**src/rtl/lp_bus_encoder_pkg.sv**
```systemverilog
// Shared types and width helpers for the low-power bus encoder.
// Mode encoding is also used by the far-end decoder.
package lp_enc_pkg;

    typedef enum logic [1:0] {
        MODE_BIN  = 2'd0,
        MODE_BINV = 2'd1,
        MODE_T0   = 2'd2,
        MODE_GRAY = 2'd3
    } mode_t;

    // Bits needed to hold a population count of an n-bit vector.
    function automatic int cnt_w(input int n);
        return $clog2(n + 1);
    endfunction

endpackage

```
**src/rtl/lp_bus_encoder_if.sv**
```systemverilog
// Source-side sample port and encoded bus lines of the low-power bus encoder.
interface lp_bus_encoder_if
    import lp_enc_pkg::*;
#(
    parameter int W = 8
);
    logic         in_valid;
    logic [W-1:0] din;
    mode_t        mode;
    logic [W-1:0] bus_out;
    logic         bus_extra;
    logic         out_valid;
    mode_t        last_mode;

    modport master (
        output in_valid, din, mode,
        input  bus_out, bus_extra, out_valid, last_mode
    );

    modport slave (
        input  in_valid, din, mode,
        output bus_out, bus_extra, out_valid, last_mode
    );
endinterface

```
**src/rtl/lp_bus_encoder_popcount.sv**
```systemverilog
// Combinational population count of an N-bit vector.
module lp_popcount
    import lp_enc_pkg::*;
#(
    parameter  int N     = 8,
    localparam int CNT_W = cnt_w(N)
) (
    input  logic [N-1:0]     vec,
    output logic [CNT_W-1:0] cnt
);
    always_comb begin
        cnt = '0;
        for (int i = 0; i < N; i++) begin
            cnt = cnt + CNT_W'(vec[i]);
        end
    end
endmodule

```
**src/rtl/lp_bus_encoder.sv**
```systemverilog
// Run-time selectable bus encoder (binary / bus-invert / T0 / Gray) with
// saturating switching-activity and sample counters.
module lp_bus_encoder
    import lp_enc_pkg::*;
#(
    parameter int W      = 8,
    parameter int STRIDE = 1,
    parameter int CW     = 24
) (
    input  logic            ck,
    input  logic            rst,
    lp_bus_encoder_if.slave bus,
    input  logic            clr_stats,
    output logic [CW-1:0]   toggles,
    output logic [CW-1:0]   samples,
    output logic            overflow
);
    localparam int            HW      = cnt_w(W);
    localparam int            DW      = cnt_w(W + 1);
    localparam logic [HW-1:0] HALF    = HW'(W / 2);
    localparam logic [W-1:0]  STEP    = W'(STRIDE);
    localparam logic [CW-1:0] CNT_MAX = '1;
    localparam logic [CW-1:0] CNT_ONE = CW'(1);

    logic [W-1:0]  bus_out_q, bus_out_d;
    logic          extra_q, extra_d;
    logic          out_valid_q, out_valid_d;
    logic [CW-1:0] toggles_q, toggles_d;
    logic [CW-1:0] samples_q, samples_d;
    logic          overflow_q, overflow_d;
    logic [W-1:0]  prev_din_q, prev_din_d;
    logic          t0_ok_q, t0_ok_d;
    mode_t         last_mode_q, last_mode_d;

    logic [W-1:0]  enc_bus;
    logic          enc_extra;
    logic [W-1:0]  t0_pred;
    logic [HW-1:0] ham;
    logic [DW-1:0] tog_delta;
    logic [CW:0]   tog_sum;

    assign t0_pred = prev_din_q + STEP;

    lp_popcount #(.N(W)) u_ham (
        .vec (bus.din ^ bus_out_q),
        .cnt (ham)
    );

    lp_popcount #(.N(W + 1)) u_tog (
        .vec ({enc_extra, enc_bus} ^ {extra_q, bus_out_q}),
        .cnt (tog_delta)
    );

    // Candidate encoding of the current input word.
    always_comb begin
        enc_bus   = bus.din;
        enc_extra = 1'b0;
        case (bus.mode)
            MODE_BIN:  enc_bus = bus.din;
            MODE_GRAY: enc_bus = bus.din ^ (bus.din >> 1);
            MODE_BINV: begin
                if (ham > HALF) begin
                    enc_bus   = ~bus.din;
                    enc_extra = 1'b1;
                end
            end
            MODE_T0: begin
                // A hit leaves the lines untouched; the decoder adds STRIDE itself.
                if (t0_ok_q && (bus.din == t0_pred)) begin
                    enc_bus   = bus_out_q;
                    enc_extra = 1'b1;
                end
            end
        endcase
    end

    always_comb begin
        bus_out_d   = bus_out_q;
        extra_d     = extra_q;
        out_valid_d = 1'b0;
        toggles_d   = toggles_q;
        samples_d   = samples_q;
        overflow_d  = overflow_q;
        prev_din_d  = prev_din_q;
        t0_ok_d     = t0_ok_q;
        last_mode_d = last_mode_q;
        tog_sum     = {1'b0, toggles_q} + (CW + 1)'(tog_delta);

        if (bus.in_valid) begin
            bus_out_d   = enc_bus;
            extra_d     = enc_extra;
            out_valid_d = 1'b1;
            prev_din_d  = bus.din;
            t0_ok_d     = (bus.mode == MODE_T0);
            last_mode_d = bus.mode;

            toggles_d = tog_sum[CW] ? CNT_MAX : tog_sum[CW-1:0];
            samples_d = (samples_q == CNT_MAX) ? CNT_MAX : samples_q + CNT_ONE;
            if ((toggles_d == CNT_MAX) || (samples_d == CNT_MAX)) begin
                overflow_d = 1'b1;
            end
        end

        // Clearing wins over counting a same-cycle sample.
        if (clr_stats) begin
            toggles_d  = '0;
            samples_d  = '0;
            overflow_d = 1'b0;
        end
    end

    always_ff @(posedge ck or negedge rst) begin
        if (!rst) begin
            bus_out_q   <= '0;
            extra_q     <= 1'b0;
            out_valid_q <= 1'b0;
            toggles_q   <= '0;
            samples_q   <= '0;
            overflow_q  <= 1'b0;
            prev_din_q  <= '0;
            t0_ok_q     <= 1'b0;
            last_mode_q <= MODE_BIN;
        end else begin
            bus_out_q   <= bus_out_d;
            extra_q     <= extra_d;
            out_valid_q <= out_valid_d;
            toggles_q   <= toggles_d;
            samples_q   <= samples_d;
            overflow_q  <= overflow_d;
            prev_din_q  <= prev_din_d;
            t0_ok_q     <= t0_ok_d;
            last_mode_q <= last_mode_d;
        end
    end

    assign bus.bus_out   = bus_out_q;
    assign bus.bus_extra = extra_q;
    assign bus.out_valid = out_valid_q;
    assign bus.last_mode = last_mode_q;
    assign toggles       = toggles_q;
    assign samples       = samples_q;
    assign overflow      = overflow_q;
endmodule

```
**src/flat_wrapper.sv**
```systemverilog
// flat-port wrapper written by rule: the top's interface ports become plain ports
module lp_bus_encoder_flat import lp_enc_pkg::*;
#(
    parameter int W      = 8,
    parameter int STRIDE = 1,
    parameter int CW     = 24
)
  (ck, rst, clr_stats, toggles, samples, overflow, bus_in_valid, bus_din, bus_mode, bus_bus_out, bus_bus_extra, bus_out_valid, bus_last_mode);
  lp_bus_encoder_if #(.W(W)) bus_i ();
  input  logic ck;
  input  logic rst;
  input  logic clr_stats;
  output logic [CW-1:0] toggles;
  output logic [CW-1:0] samples;
  output logic overflow;
  input wire logic [$bits(bus_i.in_valid)-1:0] bus_in_valid;
  input wire logic [$bits(bus_i.din)-1:0] bus_din;
  input wire logic [$bits(bus_i.mode)-1:0] bus_mode;
  output wire logic [$bits(bus_i.bus_out)-1:0] bus_bus_out;
  output wire logic [$bits(bus_i.bus_extra)-1:0] bus_bus_extra;
  output wire logic [$bits(bus_i.out_valid)-1:0] bus_out_valid;
  output wire logic [$bits(bus_i.last_mode)-1:0] bus_last_mode;
  assign bus_i.in_valid = bus_in_valid;
  assign bus_i.din = bus_din;
  assign bus_i.mode = bus_mode;
  assign bus_bus_out = bus_i.bus_out;
  assign bus_bus_extra = bus_i.bus_extra;
  assign bus_out_valid = bus_i.out_valid;
  assign bus_last_mode = bus_i.last_mode;
  lp_bus_encoder #(.W(W), .STRIDE(STRIDE), .CW(CW)) u_core (.ck(ck), .rst(rst), .bus(bus_i), .clr_stats(clr_stats), .toggles(toggles), .samples(samples), .overflow(overflow));
endmodule
```
**config.mk**
```make
export PLATFORM = sky130hd
export DESIGN_NAME = lp_bus_encoder_flat
export DESIGN_NICKNAME = d
export VERILOG_FILES = /design/src/rtl/lp_bus_encoder_pkg.sv /design/src/rtl/lp_bus_encoder_if.sv /design/src/rtl/lp_bus_encoder_popcount.sv /design/src/rtl/lp_bus_encoder.sv /design/src/flat_wrapper.sv
export SDC_FILE = /design/constraint.sdc
export NUM_CORES = 1
export LEC_CHECK = 0
export CORE_ASPECT_RATIO = 0.6
export CORE_MARGIN = 4
export CORE_UTILIZATION = 25
export DETAILED_ROUTE_END_ITERATION = 8
export PLACE_DENSITY = 0.41
export SYNTH_ARGS = -nofsm -noshare
export SYNTH_HDL_FRONTEND = slang
export SYNTH_SLANG_ARGS = --single-unit
export TNS_END_PERCENT = 100
```
**constraint.sdc**
```tcl
create_clock -name ck -period 11.9 [get_ports ck]
set_clock_uncertainty 0.05 [all_clocks]
set_input_delay 1.19 -clock ck [delete_from_list [all_inputs] [get_ports ck]]
set_output_delay 1.19 -clock ck [all_outputs]
set_load 0.02 [all_outputs]
```
==> results.json, run 1 <==
{
  "outcome": "complete, no violations",
  "dp_hpwl_um": 13500,
  "required_ps": 12120,
  "initial_utilization_pct": 25.7,
  "post_cts_buffers": 0,
  "maxCapViolations": 0,
  "syn_avg_cell_area_um2": 8.38,
  "cts_buffer_depth": 2,
  "drc": 0,
  "async_flop_share_pct": 100,
  "startpoint_type": "input port",
  "antenna_cells": 0,
  "clock-sinks": 70,
  "avgRoutedWirePerCell_um": 19.0,
  "routed_wirelength_um": 18600,
  "h-tree-depth": 3,
  "cts_tree": "built",
  "grt_remaining_overflow": 0,
  "postCtsHoldBufs": 0,
  "ios": 75,
  "yosysWarnings": 0,
  "tns_ps": 0,
  "powerDensity_nw_per_um2": 244,
  "worst_pin_slew_ps": 979,
  "grt_max_degree": 53,
  "viasPerCell": 5.33,
  "leakagePower_nw": 2.55,
  "synthesis.area_um2": 5420,
  "firstDrtPassIters": 5,
  "p_comb_share_pct": 60.6,
  "grt_usage_pct": 15.6,
  "slew_headroom_pct": 34.7,
  "syn_to_final_growth_pct": 23.5,
  "layout-drive-gt1-share_pct": 7.00,
  "reg2reg_depth": 29,
  "power.total_mw": 1.63,
  "endpoint_kind": "flop",
  "antenna_found_initial": 0,
  "grt_pass1_vias": 5003,
  "num_vias": 5215,
  "hold_depth": 1,
  "ir_drop_v": 0.000180,
  "seqPwrFrac_pct": 18.7,
  "crit_slowest_cell": "a21oi_1",
  "gp_congestion": 0.857,
  "max_freq_mhz": 102,
  "crit_type": "in -> reg",
  "power_switching_mw": 0.714,
  "cp_data_arrival_time_ps": 10020,
  "ys_seq_elements": 70,
  "die_x_um": 198,
  "synth-edff-count": 0,
  "worstPathMaxFanout": 12,
  "die-area_um2": 24200,
  "hold_path_class": "reg -> reg",
  "clk_latency_ps": 350,
  "synth-seq-area-share_pct": 32.3,
  "detail_route.iter0.violations": 368,
  "synthCells": 647,
  "die_h_um": 122,
  "cts_made_buffers": 9,
  "ctsResizeCount": 0,
  "cp_slowest_stage_delay_ps": 760,
  "yosysUniqueCellTypes": 77,
  "p_int_mw": 0.917,
  "rsz0062_at_grt": "no",
  "setup_viol": 0,
  "grt_pass1_wl_um": 29500,
  "maxSlewViolCount": 0,
  "coreArea_um2": 21100,
  "hold_viol_final": 0,
  "crit_top_cell": "fa_1",
  "num_rows": 41,
  "synth_nets": 686,
  "io_buffers": 74,
  "swShare_pct": 43.8,
  "path_clk_slew_ps": 60,
  "yosys_most_used_dff": "dfrtp_1",
  "finalNetCount": 734,
  "finalCritPeriodShare_pct": 82.4,
  "cts_root_buf": "clkbuf_16",
  "ant_nets": 0,
  "clkPwrFrac_pct": 20.7,
  "min_period_ps": 9800
}
==> power by group through the flow <==
stage	Sequential [mW]	Combinational [mW]	Clock [mW]
after floorplan	0.319	0.699	0
after global placement	0.309	0.962	0
after detailed placement	0.309	0.988	0
after CTS	0.305	0.996	0.349
after global routing	0.309	1.13	0.358
final	0.305	0.988	0.338
==> layout by cell type, fill, tap and decap left out, types with 4 or more instances in the layout <==
master / instances
nand2_1: 53
a211oi_1: 14
clkbuf_16: 9
or3_1: 5
mux2i_1: 8
and2_1: 4
nor3_1: 24
mux2_2: 9
xor2_1: 14
nand3b_1: 4
fa_1: 10
o211ai_1: 4
ha_1: 15
buf_4: 9
nor2b_1: 6
a21oi_1: 37
nand3_1: 35
inv_1: 35
nand4_1: 16
o31ai_1: 5
clkdlybuf4s50_1: 72
a21o_1: 5
o21a_1: 8
bufinv_16: 4
nor4_1: 9
a311oi_1: 13
nor2_1: 55
nand4b_1: 4
xnor2_1: 17
and4_1: 6
and3_1: 8
o21ai_0: 38
dfrtp_1: 70
a31oi_1: 11
==> metrics by stage <==
step / std cells / area (um2) / hold slack [ps] / util, % / worst slack (ps)
global route: 979 / 6700 / 494 / 31.7 / 1590
floorplan: 647 / 5420 / 430 / - / 3010
CTS: 979 / 6700 / 465 / 31.7 / 2080
global placement: 963 / 6330 / 443 / 30.0 / 1930
finish: 979 / 6700 / 462 / 31.7 / 2100
detailed placement: 963 / 6330 / 450 / 30.0 / 1820
==> Yosys cell counts, types with 4 or more instances <==
master    instances  area [um2]
a211oi_1         14         105
a21o_1            5        37.5
a21oi_1          37         185
a311oi_1         13         114
a31oi_1          11        68.8
and2_1            4        25.0
and3_1            8        50.1
and4_1            6        52.6
clkbuf_1         35         131
dfrtp_1          70        1750
fa_1             10         200
ha_1             15         188
inv_1            35         131
mux2_2            9         101
mux2i_1           8        80.1
nand2_1          53         199
nand3_1          35         175
nand3b_1          4        30.0
nand4_1          16         100
nand4b_1          4        35.0
nor2_1           55         206
nor2b_1           6        37.5
nor3_1           24         120
nor4_1            9        56.3
o211ai_1          4        30.0
o21a_1            8        60.1
o21ai_0          38         190
o31ai_1           5        37.5
or3_1             5        31.3
xnor2_1          17         149
xor2_1           14         123
==> layout make-up <==
| cell class | count | area [um2] |
|---|---|---|
| Clock inverter | 6 | 134 |
| Fill cell | 2231 | 14400 |
| Inverter | 35 | 131 |
| Tap cell | 279 | 349 |
| Multi-Input combinational cell | 497 | 3310 |
| Sequential cell | 70 | 1750 |
| Clock buffer | 10 | 229 |
| Timing Repair Buffer | 82 | 793 |
==> cells by family (layout without fill, tap and decap cells) <==
| logic type | after synthesis | in the layout | synth area share (%) |
|---|---|---|---|
| AO/OA/AOI/OAI | 175 | 175 | 21.7 |
| XOR/XNOR | 31 | 31 | 5.01 |
| adder cells (fa/ha/maj) | 25 | 25 | 7.15 |
| buffers and inverters | 80 | 133 | 6.69 |
| flip-flops | 70 | 70 | 32.3 |
| multiplexers | 17 | 17 | 3.35 |
| AND/OR/NAND/NOR | 249 | 249 | 23.8 |
==> state kept, by name, summed over array words and instances (netlist names) <==
name,flops
u_core.bus.last_mode,2
u_core.bus.out_valid,1
u_core.t0_ok_q,1
u_core.bus.bus_extra,1
u_core.bus.bus_out,8
u_core.toggles,24
u_core.samples,24
u_core.overflow,1
u_core.prev_din_q,8
==> per-layer routing <==
metal  GRT usage [%]  share of wire [%]
met1            25.2                 53
met2            20.7                 40
met3            3.81                6.9
met4            2.62               0.72
met5               0                  0
==> path summary, 6_finish.rpt <==
check | start | endpoint | slack [ps]
max | bus_din[1] | u_core.overflow | 2100
min in group asynchronous | rst | u_core.bus.bus_out[3] | 680
min | u_core.t0_ok_q | u_core.t0_ok_q | 460
max in group asynchronous | rst | u_core.samples[23] | 10110
min reg2reg | u_core.t0_ok_q | u_core.t0_ok_q | 460
max reg2reg | u_core.bus.bus_out[1] | u_core.overflow | 3080
==> critical path: cells and delay by family <==
| kind | cells | cell delay (ps) |
|---|---|---|
| simple gates | 5 | 1360 |
| fa+ha+maj | 9 | 4070 |
| compound gates | 7 | 2180 |
| mux | 1 | 120 |
| xor+xnor | 1 | 140 |
| buf+inv | 7 | 970 |
Power figures use the tool's default switching activity.
==> run 2: changes to the inputs <==
- clock period: 11.9 -> 9.4 ns (I/O delays scaled with it)
==> results.json, run 2 (same netlist as run 1, synthesis figures left out) <==
{
  "outcome": "complete, no violations",
  "maxCapViolations": 0,
  "grt_pass1_vias": 5012,
  "ant_nets": 0,
  "crit_type": "in -> reg",
  "grt_usage_pct": 15.9,
  "h-tree-depth": 3,
  "layout-drive-gt1-share_pct": 8.87,
  "grt_max_degree": 71,
  "seqPwrFrac_pct": 19.1,
  "grt_remaining_overflow": 0,
  "cp_slowest_stage_delay_ps": 550,
  "rsz0062_at_grt": "no",
  "grt_pass1_wl_um": 30000,
  "p_int_mw": 1.13,
  "seqCellArea_um2": 1750,
  "drc": 0,
  "dp_hpwl_um": 13600,
  "io_buffers": 74,
  "gp_congestion": 0.824,
  "cts_made_buffers": 9,
  "finalNetCount": 744,
  "antenna_found_initial": 0,
  "coreArea_um2": 21100,
  "power_switching_mw": 0.901,
  "viasPerCell": 5.33,
  "num_vias": 5270,
  "tns_ps": 0,
  "crit_top_cell": "fa_1",
  "swShare_pct": 44.4,
  "instances_no_fill": 989,
  "cp_data_arrival_time_ps": 9110,
  "max_freq_mhz": 112,
  "nFillCells": 2235,
  "multi_input_area_um2": 3330,
  "min_period_ps": 8890,
  "die-area_um2": 24200,
  "syn_to_final_growth_pct": 24.8,
  "required_ps": 9620,
  "num_rows": 41,
  "firstDrtPassIters": 5,
  "maxSlewViolCount": 0,
  "slew_headroom_pct": 32.7,
  "crit_slowest_cell": "fa_1",
  "startpoint_type": "input port",
  "worst_pin_slew_ps": 1010,
  "routed_wirelength_um": 19100,
  "leakagePower_nw": 2.59,
  "reg2reg_depth": 31,
  "powerDensity_nw_per_um2": 300,
  "layout_commonest_cell": "clkdlybuf4s50_1",
  "final_cell_mix": "clkdlybuf4s50_1, dfrtp_1, nor2_1, nand2_1, o21ai_0",
  "setup_viol": 0,
  "cts_tree": "built",
  "cts_root_buf": "clkbuf_16",
  "die_x_um": 198,
  "ctsResizeCount": 0,
  "path_clk_slew_ps": 60,
  "detail_route.iter0.violations": 463,
  "p_comb_share_pct": 61.5,
  "avgRoutedWirePerCell_um": 19.3,
  "post_cts_buffers": 0,
  "cts_buffer_depth": 2,
  "hold_path_class": "reg -> reg",
  "clkPwrFrac_pct": 19.5,
  "clock-sinks": 70,
  "antenna_cells": 0,
  "finalCritPeriodShare_pct": 94.6,
  "final_core_util_pct": 32.0,
  "dpl.cell_count": 973,
  "clk_latency_ps": 340,
  "ios": 75,
  "hold_depth": 1,
  "worstPathMaxFanout": 11,
  "hold_viol_final": 0,
  "initial_utilization_pct": 25.7,
  "postCtsHoldBufs": 0,
  "ir_drop_v": 0.000284,
  "die_h_um": 122,
  "endpoint_kind": "flop"
}
-- run 2: final cells by class --
type                            instances  area share (%)
Sequential cell                        70            25.9
Inverter                               35            1.94
Clock buffer                           11            3.74
Tap cell                              279            5.16
Clock inverter                          5            1.20
Multi-Input combinational cell        497            49.2
Timing Repair Buffer                   92            12.8
-- run 2: final timing paths --
check | from | endpoint | slack, ps
worst max-delay path | bus_din[0] | u_core.overflow | 510
worst min-delay path | u_core.bus.last_mode[0] | u_core.bus.last_mode[0] | 460
worst max register to register | u_core.bus.bus_out[1] | u_core.overflow | 1030
worst min register to register | u_core.bus.last_mode[0] | u_core.bus.last_mode[0] | 460
max in group asynchronous | rst | u_core.prev_din_q[6] | 7920
min in group asynchronous | rst | u_core.bus.bus_out[0] | 680
-- run 2: power by group through the flow --
stage | Clock (mW) | Sequential, mW | Combinational (mW)
after floorplan | 0 | 0.404 | 0.885
after global placement | 0 | 0.392 | 1.21
after detailed placement | 0 | 0.391 | 1.24
after CTS | 0.408 | 0.386 | 1.25
after global routing | 0.417 | 0.393 | 1.42
final | 0.395 | 0.387 | 1.25
-- run 2: through the flow --
step | area (um2) | setup slack, ps | hold WS (ps) | total power, mW
finish | 6770 | 508 | 458 | 2.03
global route | 6770 | 14.2 | 491 | 2.23
CTS | 6740 | 357 | 461 | 2.04
detailed placement | 6410 | 1.04 | 446 | 1.63
global placement | 6410 | 143 | 446 | 1.61
floorplan | 5420 | 757 | 430 | 1.29
-- run 2: routing by layer --
| metal | track usage [%] | wire [um] |
|---|---|---|
| met1 | 26.2 | 10400 |
| met2 | 20.2 | 7210 |
| met3 | 3.57 | 1340 |
| met4 | 3.70 | 161 |
| met5 | 0 | 0 |
-- run 2: critical path: cells and delay by family --
kind                     cells  cell delay (ps)
AO/OA/AOI/OAI                8             1540
buffers and inverters        7              900
AND/OR/NAND/NOR              5             1280
adder cells (fa/ha/maj)     10             4180
XOR/XNOR                     1              160
multiplexers                 1              120
